<file path="config.mk">
export PLATFORM = sky130hd
export DESIGN_NAME = seg_scan_ctrl_flat
export DESIGN_NICKNAME = d
export VERILOG_FILES = /design/src/rtl/seg_scan_ctrl_if.sv /design/src/rtl/seg_scan_ctrl.sv /design/src/flat_wrapper.sv
export SDC_FILE = /design/constraint.sdc
export NUM_CORES = 1
export LEC_CHECK = 0
export CORE_ASPECT_RATIO = 1.25
export CORE_UTILIZATION = 25
export DETAILED_ROUTE_END_ITERATION = 6
export GPL_ROUTABILITY_DRIVEN = 0
export PLACE_DENSITY = 0.53
export SKIP_CTS_REPAIR_TIMING = 1
export SLEW_MARGIN = 15
export SYNTH_ARGS = -nofsm -noshare
export SYNTH_HDL_FRONTEND = slang
export SYNTH_SLANG_ARGS = --single-unit
</file>
<file path="constraint.sdc">
create_clock -name clk -period 2.4 [get_ports clk]
set_clock_uncertainty 0.15 [all_clocks]
set_input_delay 0.72 -clock clk [delete_from_list [all_inputs] [get_ports clk]]
set_output_delay 0.72 -clock clk [all_outputs]
set_load 0.005 [all_outputs]
</file>
<file path="src/rtl/seg_scan_ctrl_if.sv">
// Pin bundle between the time-keeping logic (master) and the display scanner (slave).
// Level-sampled signals only: the scanner shadows the inputs once per frame, so there is no valid/ready handshake.
interface seg_scan_ctrl_if #(
  parameter int NUM_DIGITS = 4
);
  logic                      enable;
  logic [4*NUM_DIGITS-1:0]   bcd_in;
  logic [NUM_DIGITS-1:0]     dp_in;
  logic [NUM_DIGITS-1:0]     blink_mask;
  logic                      blank_lz;
  logic [3:0]                brightness;
  logic [7:0]                seg;
  logic [NUM_DIGITS-1:0]     digits;
  logic                      frame_tick;

  modport master (
    output enable, bcd_in, dp_in, blink_mask, blank_lz, brightness,
    input  seg, digits, frame_tick
  );

  modport slave (
    input  enable, bcd_in, dp_in, blink_mask, blank_lz, brightness,
    output seg, digits, frame_tick
  );
endinterface

</file>
<file path="src/rtl/seg_scan_ctrl.sv">
// Multiplexed common-anode seven-segment scanner with PWM brightness, dp, leading-zero blanking
// and blink; inputs are shadowed once per frame so a frame never shows a mix of old and new values.
module seg_scan_ctrl #(
  parameter int NUM_DIGITS   = 4,
  parameter int SCAN_DIV     = 100000,
  parameter int BLINK_FRAMES = 64
) (
  input logic            clk,
  input logic            rst,
  seg_scan_ctrl_if.slave bus
);
  localparam int SUB_N = SCAN_DIV / 16;
  localparam int SW    = $clog2(SUB_N);
  localparam int IW    = $clog2(NUM_DIGITS);
  localparam int BW    = $clog2(BLINK_FRAMES + 1);
  localparam logic [SW-1:0] SUB_LAST   = SW'(SUB_N - 1);
  localparam logic [IW-1:0] IDX_LAST   = IW'(NUM_DIGITS - 1);
  localparam logic [BW-1:0] BLINK_LAST = BW'(BLINK_FRAMES - 1);

  logic [SW-1:0]                 sub_cnt;
  logic [3:0]                    phase;
  logic [IW-1:0]                 idx;
  logic [BW-1:0]                 blink_cnt;
  logic                          blink_ph;
  logic                          loaded;
  logic [NUM_DIGITS-1:0][3:0]    sh_bcd;
  logic [NUM_DIGITS-1:0]         sh_dp;
  logic [NUM_DIGITS-1:0]         sh_blink;
  logic                          sh_blz;
  logic [3:0]                    sh_bri;
  logic                          sh_en;
  logic [7:0]                    seg_q;
  logic [NUM_DIGITS-1:0]         digits_q;
  logic                          tick_q;

  logic                          slot_end;
  logic                          frame_end;
  logic                          load;
  logic                          lit;
  logic                          all_zero;
  logic [NUM_DIGITS-1:0]         lz_blank;

  function automatic logic [6:0] decode(input logic [3:0] n);
    case (n)
      4'h0: decode = 7'h40;
      4'h1: decode = 7'h79;
      4'h2: decode = 7'h24;
      4'h3: decode = 7'h30;
      4'h4: decode = 7'h19;
      4'h5: decode = 7'h12;
      4'h6: decode = 7'h02;
      4'h7: decode = 7'h78;
      4'h8: decode = 7'h00;
      4'h9: decode = 7'h10;
      4'hA: decode = 7'h08;
      4'hB: decode = 7'h03;
      4'hC: decode = 7'h46;
      4'hD: decode = 7'h21;
      4'hE: decode = 7'h06;
      default: decode = 7'h0E;
    endcase
  endfunction

  assign slot_end  = (sub_cnt == SUB_LAST) && (phase == 4'hF);
  assign frame_end = slot_end && (idx == IDX_LAST);
  // The first edge after reset only captures inputs; scanning starts from slot 0 on the next edge.
  assign load      = frame_end || !loaded;

  // A digit is a leading zero when it and every more-significant digit are zero; digit 0 always shows.
  always_comb begin
    lz_blank = '0;
    all_zero = 1'b1;
    for (int i = NUM_DIGITS - 1; i >= 1; i--) begin
      all_zero    = all_zero && (sh_bcd[i] == 4'h0);
      lz_blank[i] = sh_blz && all_zero;
    end
  end

  assign lit = sh_en && !lz_blank[idx] && !(blink_ph && sh_blink[idx]) && (phase <= sh_bri);

  always_ff @(posedge clk or negedge rst) begin
    if (!rst) begin
      sub_cnt   <= '0;
      phase     <= '0;
      idx       <= '0;
      blink_cnt <= '0;
      blink_ph  <= 1'b0;
      loaded    <= 1'b0;
      sh_bcd    <= '0;
      sh_dp     <= '0;
      sh_blink  <= '0;
      sh_blz    <= 1'b0;
      sh_bri    <= '0;
      sh_en     <= 1'b0;
      seg_q     <= 8'hFF;
      digits_q  <= '1;
      tick_q    <= 1'b0;
    end else begin
      tick_q <= load;
      if (load) begin
        loaded   <= 1'b1;
        sh_bcd   <= bus.bcd_in;
        sh_dp    <= bus.dp_in;
        sh_blink <= bus.blink_mask;
        sh_blz   <= bus.blank_lz;
        sh_bri   <= bus.brightness;
        sh_en    <= bus.enable;
      end
      if (loaded) begin
        if (sub_cnt == SUB_LAST) begin
          sub_cnt <= '0;
          phase   <= phase + 4'd1;
          if (phase == 4'hF) idx <= (idx == IDX_LAST) ? '0 : idx + IW'(1);
        end else begin
          sub_cnt <= sub_cnt + 1'b1;
        end
      end
      if (frame_end) begin
        if (blink_cnt == BLINK_LAST) begin
          blink_cnt <= '0;
          blink_ph  <= ~blink_ph;
        end else begin
          blink_cnt <= blink_cnt + 1'b1;
        end
      end
      if (lit) begin
        seg_q    <= {~sh_dp[idx], decode(sh_bcd[idx])};
        digits_q <= ~(NUM_DIGITS'(1) << idx);
      end else begin
        seg_q    <= 8'hFF;
        digits_q <= '1;
      end
    end
  end

  assign bus.seg        = seg_q;
  assign bus.digits     = digits_q;
  assign bus.frame_tick = tick_q;
endmodule

</file>
<file path="src/flat_wrapper.sv">
// flat-port wrapper written by rule: the top's interface ports become plain ports
module seg_scan_ctrl_flat 
#(
  parameter int NUM_DIGITS   = 4,
  parameter int SCAN_DIV     = 100000,
  parameter int BLINK_FRAMES = 64
)
  (clk, rst, bus_enable, bus_bcd_in, bus_dp_in, bus_blink_mask, bus_blank_lz, bus_brightness, bus_seg, bus_digits, bus_frame_tick);
  seg_scan_ctrl_if #(.NUM_DIGITS(NUM_DIGITS)) bus_i ();
  input logic clk;
  input logic rst;
  input wire logic [$bits(bus_i.enable)-1:0] bus_enable;
  input wire logic [$bits(bus_i.bcd_in)-1:0] bus_bcd_in;
  input wire logic [$bits(bus_i.dp_in)-1:0] bus_dp_in;
  input wire logic [$bits(bus_i.blink_mask)-1:0] bus_blink_mask;
  input wire logic [$bits(bus_i.blank_lz)-1:0] bus_blank_lz;
  input wire logic [$bits(bus_i.brightness)-1:0] bus_brightness;
  output wire logic [$bits(bus_i.seg)-1:0] bus_seg;
  output wire logic [$bits(bus_i.digits)-1:0] bus_digits;
  output wire logic [$bits(bus_i.frame_tick)-1:0] bus_frame_tick;
  assign bus_i.enable = bus_enable;
  assign bus_i.bcd_in = bus_bcd_in;
  assign bus_i.dp_in = bus_dp_in;
  assign bus_i.blink_mask = bus_blink_mask;
  assign bus_i.blank_lz = bus_blank_lz;
  assign bus_i.brightness = bus_brightness;
  assign bus_seg = bus_i.seg;
  assign bus_digits = bus_i.digits;
  assign bus_frame_tick = bus_i.frame_tick;
  seg_scan_ctrl #(.NUM_DIGITS(NUM_DIGITS), .SCAN_DIV(SCAN_DIV), .BLINK_FRAMES(BLINK_FRAMES)) u_core (.clk(clk), .rst(rst), .bus(bus_i));
endmodule
</file>
==> impl_metrics.prom <==
# TYPE chip_impl_metric gauge
chip_impl_metric{name="yosys_warnings",unit=""} 0
chip_impl_info{name="run_status",value="completed"} 1
chip_impl_metric{name="internal_power_consumption",unit="mW"} 2.511
chip_impl_metric{name="achievable-frequency",unit="MHz"} 433.8
chip_impl_metric{name="post_synth.cell_area_avg",unit="µm²"} 12.18
chip_impl_metric{name="ys_seq_elements",unit=""} 71
chip_impl_info{name="synth_flop_cell",value="sky130_fd_sc_hd__dfrtp_1"} 1
chip_impl_info{name="nature_of_the_critical_path_startpoint",value="flop"} 1
chip_impl_metric{name="dieArea",unit="µm²"} 14360
chip_impl_info{name="worstReg2RegEnd",value="u_core.sh_bcd[8]$_DFFE_PN0P_"} 1
chip_impl_metric{name="setup_viol",unit=""} 0
chip_impl_metric{name="finalMaxSlewViolations",unit=""} 0
chip_impl_metric{name="antenna_left",unit=""} 0
chip_impl_metric{name="grt_pass1_wl",unit="mm"} 12.05
chip_impl_metric{name="cts_buffers",unit=""} 9
chip_impl_metric{name="routed_wire_length_per_instance",unit="µm"} 13.47
chip_impl_metric{name="worst-path-max-fanout",unit=""} 16
chip_impl_metric{name="floorplan.die.width",unit="µm"} 107.4
chip_impl_metric{name="regToRegSetupSlack",unit="ns"} 0.1
chip_impl_metric{name="groute.usage.overall",unit=""} 0.1097
chip_impl_info{name="critPathCaptureType",value="flop"} 1
chip_impl_metric{name="power.switching",unit="µW"} 756.9
chip_impl_metric{name="timing.critical_path.required",unit="ns"} 2.46
chip_impl_metric{name="antenna-diode-count",unit=""} 0
chip_impl_metric{name="std_cell_rows",unit=""} 47
chip_impl_metric{name="leakagePower",unit="nW"} 1.930
chip_impl_metric{name="clk_network_pwr_share",unit=""} 0.438
chip_impl_info{name="path_delay_family",value="simple AND/OR/NAND/NOR gates"} 1
chip_impl_metric{name="vias_per_cell",unit=""} 4.491
chip_impl_metric{name="power_density_normalized_to_cell_area",unit="nW/µm²"} 715.2
chip_impl_metric{name="vdd_ir_max",unit="V"} 0.0003348
chip_impl_metric{name="seq_area",unit="µm²"} 1792
chip_impl_metric{name="clkLatencyLatePin",unit="ns"} 0.33
chip_impl_metric{name="core",unit="µm²"} 13410
chip_impl_metric{name="fillers",unit=""} 1361
chip_impl_metric{name="clk_transition_reported_paths",unit="ns"} 0.06
chip_impl_metric{name="placed_wire_length_estimate",unit="mm"} 5.354
chip_impl_metric{name="met3WireLength",unit="µm"} 224
chip_impl_info{name="type_of_the_most_critical_hold_path",value="in -> async"} 1
chip_impl_metric{name="async_flop_share",unit=""} 1.000
chip_impl_info{name="ctsRootBufferMaster",value="sky130_fd_sc_hd__clkbuf_16"} 1
chip_impl_metric{name="synth_area",unit="µm²"} 3471
chip_impl_metric{name="design_area",unit="µm²"} 4569
chip_impl_metric{name="timing_hold_violations_final",unit=""} 0
chip_impl_info{name="cts_tree",value="done"} 1
chip_impl_metric{name="share_seq_of_total_power",unit=""} 0.431
chip_impl_metric{name="clock_sinks",unit=""} 71
chip_impl_metric{name="die_height",unit="µm"} 133.7
chip_impl_metric{name="ys_seq_area_frac",unit=""} 0.5162
chip_impl_info{name="crit_path_start",value="u_core.sub_cnt[8]$_DFFE_PN0P_"} 1
chip_impl_metric{name="route.met2.wl",unit="mm"} 3.755
chip_impl_metric{name="effective_utilization_at_floorplan",unit=""} 0.2589
chip_impl_metric{name="worst_path_largest_cell_delay",unit="ns"} 0.54
chip_impl_metric{name="cp_num_buf_inv",unit=""} 1
chip_impl_metric{name="comb_power_share",unit=""} 0.131
chip_impl_metric{name="synth.lib_cells_used.distinct",unit=""} 44
chip_impl_metric{name="synth_nets",unit=""} 335
chip_impl_metric{name="drc_errors",unit=""} 0
chip_impl_metric{name="power.switching_fraction",unit=""} 0.2316
chip_impl_metric{name="detail_route.iter0.violations",unit=""} 108
chip_impl_metric{name="syn-instance-count",unit=""} 285
chip_impl_metric{name="timing.final.crit_period",unit="ns"} 2.305
chip_impl_metric{name="port_buffers",unit=""} 44
chip_impl_info{name="rr_startpoint",value="u_core.sub_cnt[8]$_DFFE_PN0P_"} 1
chip_impl_metric{name="synth_enable_flop_cells",unit=""} 0
chip_impl_metric{name="hold_worst_slack",unit="ns"} 0.1674
chip_impl_metric{name="clock_tree.buffer_depth",unit=""} 2
chip_impl_info{name="critical_path.slowest_cell",value="sky130_fd_sc_hd__or4_4"} 1
chip_impl_metric{name="grt_max_degree",unit=""} 57
chip_impl_info{name="path_class",value="reg -> reg"} 1
chip_impl_metric{name="drt-pass1-iter-count",unit=""} 6
chip_impl_metric{name="timing.final.crit_share",unit=""} 0.9604
chip_impl_metric{name="final.setup.tns",unit="ns"} 0
chip_impl_metric{name="global_route.overflow_total",unit=""} 0
chip_impl_info{name="cp_cell_sequence",value="or4_4 -> or4_4 -> nand2_4 -> buf_12 -> mux2_2"} 1
chip_impl_metric{name="detailroute.via_count",unit=""} 2358
chip_impl_info{name="unrepaired_setup_endpoints_after_global_routing",value="no"} 1
chip_impl_metric{name="grt_antenna_before_repair",unit=""} 0
chip_impl_info{name="highest_signal_layer",value="met4"} 1
chip_impl_metric{name="cts-htree-levels",unit=""} 3
chip_impl_metric{name="detail_route.wirelength.met1",unit="mm"} 2.953
chip_impl_metric{name="critPathArrivalTime",unit="ns"} 2.37
chip_impl_metric{name="design.final.nets",unit=""} 399
chip_impl_metric{name="fraction_of_layout_instances_using_a_drive_strength_above_1",unit=""} 0.2599
chip_impl_metric{name="post-place-ws",unit="ns"} 0.09976
chip_impl_info{name="critical-path-top-cell-by-count",value="sky130_fd_sc_hd__or4_4"} 1
chip_impl_metric{name="grt_pass1_vias",unit=""} 2443
chip_impl_metric{name="placedInstanceArea",unit="µm²"} 4245
chip_impl_metric{name="routed_wl",unit="mm"} 7.074
chip_impl_metric{name="multi_input_area",unit="µm²"} 1572
chip_impl_metric{name="flow.area_growth_from_synthesis",unit="%"} 31.65
chip_impl_metric{name="final_critical_path_setup_slack",unit="ns"} 0.09503
chip_impl_metric{name="rr_worst_depth",unit=""} 5
chip_impl_metric{name="boundaryPins",unit=""} 45
chip_impl_metric{name="maxCapViolCount",unit=""} 0
[logic make-up after synthesis]
| family | count (synthesis) | synth area share |
|---|---|---|
| DFF | 71 | 0.5162 |
| and+or+nand+nor | 81 | 0.1309 |
| buffers and inverters | 25 | 0.03244 |
| other | 1 | 0.001080 |
| xor gates and xnor gates | 14 | 0.03533 |
| adders and majority gates | 18 | 0.06489 |
| muxes | 46 | 0.1669 |
| AOI/OAI and AO/OA | 29 | 0.05228 |
[cell usage in the layout (no fill, tap or decap), types with 4 or more instances in the layout]
cell,instances
sky130_fd_sc_hd__nor2b_1,4
sky130_fd_sc_hd__inv_1,16
sky130_fd_sc_hd__nand4_1,6
sky130_fd_sc_hd__clkdlybuf4s50_1,43
sky130_fd_sc_hd__nand2_1,26
sky130_fd_sc_hd__nor2_1,5
sky130_fd_sc_hd__nand3_1,13
sky130_fd_sc_hd__dfstp_2,12
sky130_fd_sc_hd__o21ai_0,9
sky130_fd_sc_hd__mux4_2,6
sky130_fd_sc_hd__dfrtp_1,59
sky130_fd_sc_hd__xnor2_1,8
sky130_fd_sc_hd__clkbuf_16,9
sky130_fd_sc_hd__a21oi_1,8
sky130_fd_sc_hd__buf_4,15
sky130_fd_sc_hd__xor2_1,6
sky130_fd_sc_hd__ha_1,18
sky130_fd_sc_hd__mux2_2,35
sky130_fd_sc_hd__and3_1,4
sky130_fd_sc_hd__mux2i_1,5
[power groups by stage]
stage	sequential, mW	combinational, mW	clock [mW]
floorplan	1.41	0.232	0
global placement	1.43	0.426	0
detailed placement	1.43	0.436	0
CTS	1.41	0.435	1.47
global route	1.43	0.480	1.54
finish	1.41	0.427	1.43
[per-stage QoR]
step / instances / util / power (mW)
detailed placement: 509 / 0.3166 / 1.866
floorplan: 285 / - / 1.646
global route: 525 / 0.3408 / 3.444
CTS: 525 / 0.3408 / 3.321
finish: 525 / 0.3408 / 3.268
global placement: 509 / 0.3166 / 1.854
[worst max-delay path by stage]
stage                                   end  slack (ns)  cells past startpoint
6_report       u_core.sh_bcd[8]$_DFFE_PN0P_         0.1                      5
5_1_grt        u_core.sh_bcd[0]$_DFFE_PN0P_        0.03                      5
4_1_cts           u_core.sh_blz$_DFFE_PN0P_        0.09                      5
3_5_place_dp      u_core.sh_blz$_DFFE_PN0P_         0.1                      5
3_3_place_gp   u_core.sh_bcd[2]$_DFFE_PN0P_        0.12                      5
2_1_floorplan     u_core.idx[0]$_DFFE_PN0P_      -0.007                      4
[metal layers]
metal	vias to the layer above	global-route usage
met5	-	0
met4	0	0.05023
met3	11	0.02544
met2	35	0.1921
met1	1159	0.1253
li1	1153	-
[synthesized netlist by cell type (all sizes together), types with 6 or more instances]
cell    n  area, µm²
ha     18      225.2
mux2   35      394.1
xor2    6      52.55
nand2  27      103.9
a21oi   8      40.04
inv    16      60.06
o21ai   9      45.04
nand3  13      65.06
dfstp  12      315.3
xnor2   8      70.07
mux4    6      135.1
nand4   6      37.54
dfrtp  59       1476
[worst reg2reg max path: stages, from the launching register on]
cell and delay, ns:
sky130_fd_sc_hd__dfrtp_1 0.37, sky130_fd_sc_hd__or4_4 0.54, sky130_fd_sc_hd__or4_4 0.46, sky130_fd_sc_hd__nand2_4 0.16, sky130_fd_sc_hd__buf_12 0.17, sky130_fd_sc_hd__mux2_2 0.34
[registers in the layout (all words and copies together), names as in the netlist, 2 cells and up]
name,flops
u_core.sh_bri,4
u_core.phase,4
u_core.sh_bcd,16
u_core.blink_cnt,7
u_core.sub_cnt,13
u_core.bus.digits,4
u_core.bus.seg,8
u_core.sh_dp,4
u_core.sh_blink,4
u_core.idx,2
[layout make-up]
type	count	area share
sequential	71	0.3921
multi-input combinational	189	0.3439
timing repair buffer	62	0.1331
clock buffer	11	0.05312
tap	171	0.04682
clock inverter	5	0.01780
inverter	16	0.01314
Power figures use the tool's default switching activity.
